## src/rtl/mem_arb_pkg.sv

```systemverilog
// Shared types for the instruction/data memory arbiter: FSM states, the
// starvation default and the access-mode encodings understood by the data memory.
package mem_arb_pkg;

  typedef enum logic [1:0] {
    IDLE  = 2'd0,
    FETCH = 2'd1,
    DATA  = 2'd2
  } arb_state_e;

  localparam int STARVE_MAX_DEFAULT = 4;

  localparam int MEM_MODE_W = 3;
  typedef logic [MEM_MODE_W-1:0] mem_mode_t;

  // Byte/half/word with sign- or zero-extension on loads.
  localparam mem_mode_t MODE_BYTE   = 3'b000;
  localparam mem_mode_t MODE_HALF   = 3'b001;
  localparam mem_mode_t MODE_WORD   = 3'b010;
  localparam mem_mode_t MODE_BYTE_U = 3'b100;
  localparam mem_mode_t MODE_HALF_U = 3'b101;

endpackage

```

## src/rtl/mem_arbiter.sv

```systemverilog
// Arbitrates one single-port memory between the instruction-fetch and the
// load/store ports; data wins unless the fetch side has been starved too long.
module mem_arbiter
  import mem_arb_pkg::*;
#(
  parameter int STARVE_MAX = STARVE_MAX_DEFAULT
) (
  input  logic        clk,
  input  logic        rst,

  input  logic        if_req,
  input  logic [31:0] if_addr,
  output logic        if_valid,
  output logic [31:0] if_rdata,

  input  logic        dm_req,
  input  logic        dm_we,
  input  logic [31:0] dm_addr,
  input  logic [31:0] dm_wdata,
  input  mem_mode_t   dm_mode,
  output logic        dm_valid,
  output logic [31:0] dm_rdata,

  output logic        mem_req,
  output logic        mem_we,
  output logic [31:0] mem_addr,
  output logic [31:0] mem_wdata,
  output mem_mode_t   mem_mode,
  input  logic        mem_ready,
  input  logic [31:0] mem_rdata,

  output logic        stall
);

  localparam int CNT_W = (STARVE_MAX < 1) ? 1 : $clog2(STARVE_MAX + 1);
  localparam logic [CNT_W-1:0] STARVE_LIM = CNT_W'(STARVE_MAX);

  arb_state_e       state_q,      state_d;
  logic [CNT_W-1:0] starve_cnt_q, starve_cnt_d;
  logic             mem_req_q,    mem_req_d;
  logic             mem_we_q,     mem_we_d;
  logic [31:0]      mem_addr_q,   mem_addr_d;
  logic [31:0]      mem_wdata_q,  mem_wdata_d;
  mem_mode_t        mem_mode_q,   mem_mode_d;
  logic             if_valid_q,   if_valid_d;
  logic [31:0]      if_rdata_q,   if_rdata_d;
  logic             dm_valid_q,   dm_valid_d;
  logic [31:0]      dm_rdata_q,   dm_rdata_d;

  logic arb_point;
  logic fetch_done;
  logic data_done;
  logic grant_dm;
  logic grant_if;

  // The memory is re-arbitrated in the same cycle a transaction completes,
  // so back-to-back grants never leave an idle cycle on the bus.
  always_comb begin
    // NOTE: every signal gets a default first so no path leaves it unassigned
    // and no latch is inferred.
    state_d      = state_q;
    starve_cnt_d = starve_cnt_q;
    mem_we_d     = mem_we_q;
    mem_addr_d   = mem_addr_q;
    mem_wdata_d  = mem_wdata_q;
    mem_mode_d   = mem_mode_q;
    if_rdata_d   = if_rdata_q;
    dm_rdata_d   = dm_rdata_q;

    fetch_done = (state_q == FETCH) && mem_ready;
    data_done  = (state_q == DATA)  && mem_ready;
    arb_point  = (state_q == IDLE) || fetch_done || data_done;

    grant_dm = arb_point && dm_req && ((starve_cnt_q < STARVE_LIM) || !if_req);
    grant_if = arb_point && if_req && !grant_dm;

    if_valid_d = fetch_done;
    dm_valid_d = data_done;
    if (fetch_done) begin
      if_rdata_d = mem_rdata;
    end
    // Stores complete with a pulse but leave the last load result visible.
    if (data_done && !mem_we_q) begin
      dm_rdata_d = mem_rdata;
    end

    if (grant_dm) begin
      state_d     = DATA;
      mem_we_d    = dm_we;
      mem_addr_d  = dm_addr;
      mem_wdata_d = dm_wdata;
      mem_mode_d  = dm_mode;
      if (if_req && (starve_cnt_q < STARVE_LIM)) begin
        starve_cnt_d = starve_cnt_q + CNT_W'(1);
      end
    end else if (grant_if) begin
      state_d      = FETCH;
      mem_we_d     = 1'b0;
      mem_addr_d   = if_addr;
      mem_wdata_d  = '0;
      mem_mode_d   = MODE_WORD;
      starve_cnt_d = '0;
    end else if (arb_point) begin
      state_d = IDLE;
    end

    mem_req_d = (state_d != IDLE);
  end

  // Asynchronous reset clears every flop, so an in-flight transaction is
  // dropped immediately and never reports completion.
  always_ff @(posedge clk or negedge rst) begin
    // NOTE: sequential state uses non-blocking assignments only, so every flop
    // samples pre-edge values regardless of statement order.
    if (!rst) begin
      state_q      <= IDLE;
      starve_cnt_q <= '0;
      mem_req_q    <= 1'b0;
      mem_we_q     <= 1'b0;
      mem_addr_q   <= '0;
      mem_wdata_q  <= '0;
      mem_mode_q   <= '0;
      if_valid_q   <= 1'b0;
      if_rdata_q   <= '0;
      dm_valid_q   <= 1'b0;
      dm_rdata_q   <= '0;
    end else begin
      state_q      <= state_d;
      starve_cnt_q <= starve_cnt_d;
      mem_req_q    <= mem_req_d;
      mem_we_q     <= mem_we_d;
      mem_addr_q   <= mem_addr_d;
      mem_wdata_q  <= mem_wdata_d;
      mem_mode_q   <= mem_mode_d;
      if_valid_q   <= if_valid_d;
      if_rdata_q   <= if_rdata_d;
      dm_valid_q   <= dm_valid_d;
      dm_rdata_q   <= dm_rdata_d;
    end
  end

  assign mem_req   = mem_req_q;
  assign mem_we    = mem_we_q;
  assign mem_addr  = mem_addr_q;
  assign mem_wdata = mem_wdata_q;
  assign mem_mode  = mem_mode_q;
  assign if_valid  = if_valid_q;
  assign if_rdata  = if_rdata_q;
  assign dm_valid  = dm_valid_q;
  assign dm_rdata  = dm_rdata_q;

  assign stall = (if_req & ~if_valid_q) | (dm_req & ~dm_valid_q);

endmodule

```

## config.mk

```make
export PLATFORM = sky130hd
export DESIGN_NAME = mem_arbiter
export DESIGN_NICKNAME = d
export VERILOG_FILES = /design/src/rtl/mem_arb_pkg.sv /design/src/rtl/mem_arbiter.sv
export SDC_FILE = /design/constraint.sdc
export NUM_CORES = 1
export LEC_CHECK = 0
export BUFFER_PORTS_ARGS = -buffer_cell sky130_fd_sc_hd__buf_2
export CELL_PAD_IN_SITES_DETAIL_PLACEMENT = 1
export CELL_PAD_IN_SITES_GLOBAL_PLACEMENT = 2
export CORE_AREA = 4 4 138 140
export DETAILED_ROUTE_END_ITERATION = 6
export DIE_AREA = 0 0 142 144
export HOLD_SLACK_MARGIN = 0.08
export PLACE_DENSITY_LB_ADDON = 0.12
export SYNTH_ARGS = -nofsm -noshare
export SYNTH_HDL_FRONTEND = slang
export SYNTH_SLANG_ARGS = --single-unit
```

## constraint.sdc

```tcl
create_clock -name clk -period 4.25 [get_ports clk]
set_clock_uncertainty 0.15 [all_clocks]
set_input_delay 0.6375 -clock clk [delete_from_list [all_inputs] [get_ports clk]]
set_output_delay 0.6375 -clock clk [all_outputs]
set_load 0.01 [all_outputs]
```

# After elaboration in Yosys (flattened, before gate mapping)
# Cells that the tools add are included.
[word_totals]
input_bits = 137
register_bits = 140
out_inout_bits = 136
[classes]
n_lt_le_gt_ge = 1
n_eq_ne = 3
reduce_logical = 18
mux = 14
addsub = 1
bitwise = 5
[ops]
columns = ["operator", "n"]
rows = [
  ["32-bit two-way mux", 4],
  ["3-bit two-way mux", 5],
  ["1-bit logical AND", 8],
  ["2-bit two-way mux", 3],
  ["2-bit nonzero test", 2],
  ["3-bit by 1-bit adder with 3-bit output, second input constant", 1],
  ["1-bit zero test", 3],
  ["1-bit logical OR", 3],
  ["3-bit less-than comparator, second input constant", 1],
  ["1-bit bitwise AND", 2],
  ["2-bit by 1-bit equality test with 1-bit output, second input constant", 1],
  ["2-bit equality test, second input constant", 1],
  ["2-bit zero test", 1],
  ["1-bit two-way mux", 2],
  ["2-bit by 1-bit inequality test with 1-bit output, second input constant", 1],
  ["1-bit NOT", 2],
  ["2-bit AND reduction", 1],
  ["1-bit OR", 1],
]

# Longest topological paths before layout
# Gate-level depths: netlist of the first run.
[depth]
word_depth = 11
ltp_mapped = 6

# Least setup slack after synthesis of the first run
# No wires, ideal clock.
[synth_timing]
path_type = "input-to-reg"
startpoint = "input if_req"
endpoint = "register mem_addr_q[22], in the netlist mem_addr[22]"
arrival_ps = 1674
setup_ps = 126
required_ps = 3974
n_path_buf = 2
slack_ps = 2300
path_stages = 6
cell_sequence = "clkbuf_1 -> nor2_1 -> a211oi_4 -> buf_2 -> nor2b_1 -> a221o_1"
[synth_via]
elab_chain_len = 6
[synth_lines]
columns = ["element", "line_no", "source"]
rows = [
  ["start: declaration", "mem_arbiter.sv:11", "input logic if_req,"],
  ["1-bit zero test", "mem_arbiter.sv:74", "grant_dm = arb_point && dm_req && ((starve_cnt_q < STARVE_LIM) || !if_req);"],
  ["1-bit logical OR", "mem_arbiter.sv:74", ""],
  ["1-bit logical AND", "mem_arbiter.sv:74", ""],
  ["1-bit zero test", "mem_arbiter.sv:75", "grant_if = arb_point && if_req && !grant_dm;"],
  ["1-bit logical AND", "mem_arbiter.sv:75", ""],
  ["2-bit nonzero test (no line)", "--", ""],
  ["end signal: assignment", "mem_arbiter.sv:132", "mem_addr_q <= mem_addr_d;"],
  ["end: declaration", "mem_arbiter.sv:42", "logic [31:0] mem_addr_q, mem_addr_d;"],
]
# Parallel ways exist; a longest one is shown, timed or not.
# A chain may end at the register's enable or synchronous reset.

# Final worst setup path of the first run
[layout_timing]
startpoint = "register state_q[0]"
endpoint = "register mem_addr_q[17], in the netlist mem_addr[17]"
[layout_via]
elab_chain_len = 9
[layout_lines]
columns = ["element", "line_no", "source"]
rows = [
  ["start: declaration", "mem_arbiter.sv:38", "arb_state_e state_q, state_d;"],
  ["start signal: assignment", "mem_arbiter.sv:128", "state_q <= state_d;"],
  ["2-bit by 1-bit equality test with 1-bit output", "mem_arbiter.sv:70", "fetch_done = (state_q == FETCH) && mem_ready;"],
  ["1-bit logical AND", "mem_arbiter.sv:70", ""],
  ["1-bit logical OR", "mem_arbiter.sv:72", "arb_point = (state_q == IDLE) || fetch_done || data_done;"],
  ["1-bit logical OR *", "mem_arbiter.sv:72", ""],
  ["1-bit logical AND (2 in series)", "mem_arbiter.sv:74", ""],
  ["1-bit zero test", "mem_arbiter.sv:75", ""],
  ["1-bit logical AND", "mem_arbiter.sv:75", ""],
  ["2-bit nonzero test (no line)", "--", ""],
]
# Every way passes the cells marked *; elsewhere a longest branch is shown, timed or not.

==> impl_metrics.ini, run 1 <==
[placed_design]
finalWeightedCongestion = 0.724
port_buffers = 272
dp_hpwl_mm = 12.0

[clocking]
h-tree-depth = 4
ctsHoldBuffers = 0
clock_sinks = 140
cts_root_buffer = sky130_fd_sc_hd__clkbuf_16
cts-buffers-inserted = 17
insertion_delay_ns = 0.41
clk_path_buf_depth = 2
postCtsResizedCells = 0
clk_pin_slew_worst_paths_ns = 0.06
tritoncts = built
post_cts_buffers = 0

[sta]
totalNegativeSetupSlack_ns = 0
whs_ns = 0.139
grt_setup_unrepaired = false
timing.slew.headroom = 0.413
max_slew.worst_pin.slew_ns = 0.879
finalHoldViolCount = 0
fin_crit_sh = 0.519
timing.fmax_mhz = 453
report.final.setup_viol = 0
min_period_ns = 2.21
slew_viol_final = 0

[drt]
initialDrtViolationCount = 108
route.final.wire_length_mm = 16.6
detail_route.wl_per_cell_um = 18.9
vias_per_cell = 4.74
drt_pre_antenna_iters = 4
vias = 4169
route.detailed.drc = 0
drt.antenna.violating_nets = 0

[floorplan]
placeableCoreArea_um2 = 17800
core.rowCount = 49
top_level_ports = 273
effective_utilization_at_floorplan = 0.305
die_width_um = 142
dieArea_um2 = 20400
fp.dieH_um = 144

[critical_path]
start_kind = register
timing.critical_path.required_ns = 4.44
cp-end-kind = register
critical_path_class = reg2reg
critPathArrivalTime_ns = 2.40
critical_path_peak_fanout = 33
r2r.worst_path.cells = 5

[global_route]
grt_util_all_layers = 0.164
number_of_antenna_violations_at_the_first_check_in_global_routing = 3
grt_start_max_net_pins = 89
wire_length_of_the_first_global_routing_pass_mm = 26.0
grt_overflow_total = 0
grt_pass1_vias = 4617

[final_layout]
most-common-layout-cells = sky130_fd_sc_hd__buf_2, sky130_fd_sc_hd__dfrtp_1, sky130_fd_sc_hd__mux2_2
antenna-diode-count = 0
areaGrowthSynthToFinish_pct = 40.7
design.final.nets = 776
drive_above_1_share = 0.590
final_common_cell = sky130_fd_sc_hd__buf_2

[synth]
synth-edff-count = 0
top_cells_by_area_in_the_synthesized_netlist = sky130_fd_sc_hd__dfrtp_1, sky130_fd_sc_hd__mux2_2, sky130_fd_sc_hd__a221o_1
synth.yosys.seq_area_share = 0.644
synth_cell_types = 29
syn_nets = 502
synth_seq_cells = 140
synth_warnings = 0
postSynthAreaPerCell_um2 = 14.9
syn-cell-area_um2 = 5440
async_flop_share = 1.00
postSynth.topFlopCell = sky130_fd_sc_hd__dfrtp_1
top_cell_type_by_total_area_after_synthesis = sky130_fd_sc_hd__dfrtp_1
yosysTopAreaCellShare = 0.644
post_synth_inst_count = 364

[run]
max_cap_check_violation_count = 0

[power_and_ir_drop]
irDropWorstVdd_mv = 0.337
reported_leakage_power_uw = 0.00389
p_per_area_nw_per_um2 = 812

[outcome]
status = finished, final reports clean

[hold_path]
hold_path_class = in2async
-- final cells by class --
cell class                 count  area [um^2]
sequential                   140         3500
inverter                       7         26.3
timing repair buffer         280         1430
tap                          229          287
clock buffer                  17          425
multi-input combinational    192         1770
clock inverter                15          210
fill                        1978        10200
-- layer usage --
metal	global-route usage	share of wire	up-vias	routed length, um
met3	0.0685	0.093	28	1540
met2	0.264	0.47	173	7890
met5	0	0.0028	-	46
met4	0.0586	0.019	6	322
met1	0.198	0.41	2074	6820
li1	-	-	1888	-
-- per-stage QoR --
stage	setup slack [ns]	instances	utilization	instance area [um^2]	power, uW
global placement	1.78	848	0.393	7020	4600
detailed placement	1.70	848	0.393	7020	4680
floorplan	2.30	364	-	5440	3630
finish	2.04	880	0.429	7650	6220
CTS	1.94	880	0.429	7650	6330
global route	1.87	880	0.429	7650	6630
-- sequential cells by signal (all words and copies together), names as in the netlist --
signal,cells
if_valid,1
mem_wdata,32
mem_mode,3
mem_addr,32
mem_we,1
dm_valid,1
state_q,2
mem_req,1
dm_rdata,32
if_rdata,32
starve_cnt_q,3
-- worst max-delay path, stage by stage (launching register included) --
cell	delay, ns
sky130_fd_sc_hd__dfrtp_1	0.41
sky130_fd_sc_hd__nor2b_4	0.16
sky130_fd_sc_hd__o21ai_2	0.27
sky130_fd_sc_hd__and3_2	0.49
sky130_fd_sc_hd__buf_4	0.42
sky130_fd_sc_hd__a221o_1	0.22
-- report_power, final --
| group | switching [uW] | leakage [uW] | internal (uW) | total (uW) |
|---|---|---|---|---|
| Combinational | 1170 | 0.00187 | 1130 | 2300 |
| Sequential | 329 | 0.00171 | 1980 | 2310 |
| Clock | 612 | 0.000311 | 995 | 1610 |
| Total | 2110 | 0.00389 | 4100 | 6220 |
-- final timing paths --
check | from | endpoint | slack, ns
max | state_q[0]$_DFF_PN0_ | mem_addr[17]$_DFFE_PN0P_ | 2.04
min | rst | mem_addr[10]$_DFFE_PN0P_ | 0.14
max reg2reg | state_q[0]$_DFF_PN0_ | mem_addr[17]$_DFFE_PN0P_ | 2.04
min reg2reg | dm_rdata[1]$_DFFE_PN0P_ | dm_rdata[1]$_DFFE_PN0P_ | 0.34
max in group asynchronous | rst | mem_wdata[6]$_DFFE_PN0P_ | 2.88
min in group clk | dm_mode[1] | mem_mode[1]$_DFFE_PN0P_ | 0.29
-- Yosys cell counts (2+ instances only) --
| library cell | number |
|---|---|
| sky130_fd_sc_hd__dfrtp_1 | 140 |
| sky130_fd_sc_hd__mux2_2 | 63 |
| sky130_fd_sc_hd__a21oi_1 | 2 |
| sky130_fd_sc_hd__clkbuf_1 | 4 |
| sky130_fd_sc_hd__mux2_1 | 2 |
| sky130_fd_sc_hd__buf_6 | 3 |
| sky130_fd_sc_hd__buf_2 | 13 |
| sky130_fd_sc_hd__nor2b_1 | 32 |
| sky130_fd_sc_hd__and3_1 | 3 |
| sky130_fd_sc_hd__nand2_1 | 3 |
| sky130_fd_sc_hd__nor2_1 | 5 |
| sky130_fd_sc_hd__buf_4 | 5 |
| sky130_fd_sc_hd__a22o_1 | 36 |
| sky130_fd_sc_hd__a221o_1 | 32 |
| sky130_fd_sc_hd__inv_1 | 7 |
-- cells by family (layout without fill, tap and decap cells) --
logic type	count (synthesis)	in the layout	share of synthesized area
muxes	65	65	0.135
AOI/OAI and AO/OA	78	78	0.131
and+or+nand+nor	48	48	0.0548
adders and majority gates	1	1	0.00230
buffers and inverters	32	319	0.0327
DFF	140	140	0.644
Power figures use the tool's default switching activity.
==> inputs of run 2 (changes only) <==
- CORE_AREA: 4 4 138 140 -> 4 4 150 152
- DIE_AREA: 0 0 142 144 -> 0 0 154 156
- clock period: 4.25 -> 1.9 ns (I/O delays scaled with it)
==> impl_metrics.ini, run 2 (synthesized netlist as in run 1, its figures left out) <==
[critical_path]
timing.critical_path.to = mem_addr[23]$_DFFE_PN0P_
cp-startpoint = dm_req
crit-reg2reg-launch = state_q[0]$_DFF_PN0_
reg2reg_to = mem_addr[23]$_DFFE_PN0P_
critical_path_peak_fanout = 33
start_kind = input pin
critPathArrivalTime_ns = 1.93
r2r_setup_slack_ns = 0.1
cp-end-kind = register
critical_path_class = in2reg
r2r.worst_path.cells = 5
slowest_stage_cell_crit_path = sky130_fd_sc_hd__dlygate4sd3_1
timing.critical_path.required_ns = 2.03
cp_cell_sequence = dlygate4sd3_1 -> buf_2 -> nor2_1 -> a211oi_4 -> buf_12 -> nor2b_1 -> a221o_1
critical_path.max_stage_delay_ns = 0.54

[floorplan]
top_level_ports = 273
effective_utilization_at_floorplan = 0.259
die_width_um = 154
core.rowCount = 53
fp.dieH_um = 156
dieArea_um2 = 24000
placeableCoreArea_um2 = 21000

[final_layout]
most-common-layout-cells = sky130_fd_sc_hd__buf_2, sky130_fd_sc_hd__dfrtp_1, sky130_fd_sc_hd__dlygate4sd3_1
antenna-diode-count = 0
multi_input_area_um2 = 1770
seqCellArea_um2 = 3500
fillers = 2253
areaGrowthSynthToFinish_pct = 68.9
final_common_cell = sky130_fd_sc_hd__buf_2
design.final.nets = 921
drive_above_1_share = 0.491

[power_and_ir_drop]
p_per_area_nw_per_um2 = 1530
reported_leakage_power_uw = 0.00450
irDropWorstVdd_mv = 0.609

[sta]
report.final.setup_viol = 0
slew_viol_final = 0
min_period_ns = 1.80
totalNegativeSetupSlack_ns = 0
timing.final.ws_setup_ns = 0.0970
grt_setup_unrepaired = false
finalHoldViolCount = 0
fin_crit_sh = 0.949
timing.slew.headroom = 0.709
max_slew.worst_pin.slew_ns = 0.437
timing.fmax_mhz = 555

[drt]
initialDrtViolationCount = 153
detail_route.wl_per_cell_um = 18.0
route.final.wire_length_mm = 19.3
vias_per_cell = 4.44
vias = 4759
route.detailed.drc = 0
drt.antenna.violating_nets = 0
drt_pre_antenna_iters = 4

[clocking]
h-tree-depth = 4
clk_pin_slew_worst_paths_ns = 0.06
cts_root_buffer = sky130_fd_sc_hd__clkbuf_16
tritoncts = built
cts-buffers-inserted = 17
clk_path_buf_depth = 2
clock_sinks = 140
post_cts_buffers = 0
insertion_delay_ns = 0.41

[global_route]
grt_pass1_vias = 5503
grt_util_all_layers = 0.160
wire_length_of_the_first_global_routing_pass_mm = 30.5
grt_overflow_total = 0
number_of_antenna_violations_at_the_first_check_in_global_routing = 1
grt_start_max_net_pins = 43

[placed_design]
finalWeightedCongestion = 0.792
dp_hpwl_mm = 13.1
detailedPlace.worstSlack_ns = 0.0784
port_buffers = 272

[hold_path]
hold_path_class = in2reg
worstHoldPathCells = 3

[outcome]
status = finished, final reports clean

[run]
max_cap_check_violation_count = 0
run 2: worst max-delay path, delay by kind of cell:
family / cells / cell delay (ns)
AOI/OAI and AO/OA: 2 / 0.51
and+or+nand+nor: 2 / 0.17
buffers and inverters: 3 / 0.95
run 2: timing repair:
| item | 4_1_cts | 5_1_grt |
|---|---|---|
| hold endpoints to repair | 254 | 0 |
| endpoints found under the setup margin | 0 | 28 |
| resized for setup | 0 | 1 |
| hold buffers | 136 | 0 |
run 2: area by class of cell:
class,instances,area share
multi-input cells,192,0.192
clock inverters,13,0.0127
inverters,7,0.00286
flip-flops and latches,140,0.381
repair buffers,425,0.325
well taps,275,0.0375
clock buffers,19,0.0482
run 2: where the power goes:
group          switching, uW  internal [uW]
registers                770           4430
clock network           1330           1840
logic                   2760           2910
total                   4860           9180
run 2: routing by layer:
layer	track usage	routed length, um	up-vias
met5	0	12	-
met4	0.0500	296	2
met3	0.0563	1490	21
met2	0.269	9450	198
met1	0.193	8040	2356
li1	-	-	2182
run 2: worst min-delay path by stage:
stage / start / to / slack, ns
after CTS: if_req / state_q[0]$_DFF_PN0_ / 0.11
after global placement: rst / mem_addr[4]$_DFFE_PN0P_ / 0.09
after global routing: if_req / state_q[0]$_DFF_PN0_ / 0.16
final: if_req / state_q[0]$_DFF_PN0_ / 0.14
after detailed placement: rst / mem_addr[5]$_DFFE_PN0P_ / 0.09
after floorplan: rst / dm_rdata[0]$_DFFE_PN0P_ / -0.16
run 2: per-stage QoR:
| step | instance area [um^2] | std cells | power [uW] | utilization | hold slack [ns] |
|---|---|---|---|---|---|
| 2_1_floorplan | 5440 | 364 | 8120 | - | -0.161 |
| 3_3_place_gp | 7260 | 903 | 10600 | 0.345 | 0.0898 |
| 3_5_place_dp | 7260 | 903 | 10700 | 0.345 | 0.0920 |
| 4_1_cts | 9180 | 1071 | 14300 | 0.437 | 0.115 |
| 5_1_grt | 9190 | 1071 | 15000 | 0.437 | 0.156 |
| 6_report | 9190 | 1071 | 14000 | 0.437 | 0.144 |
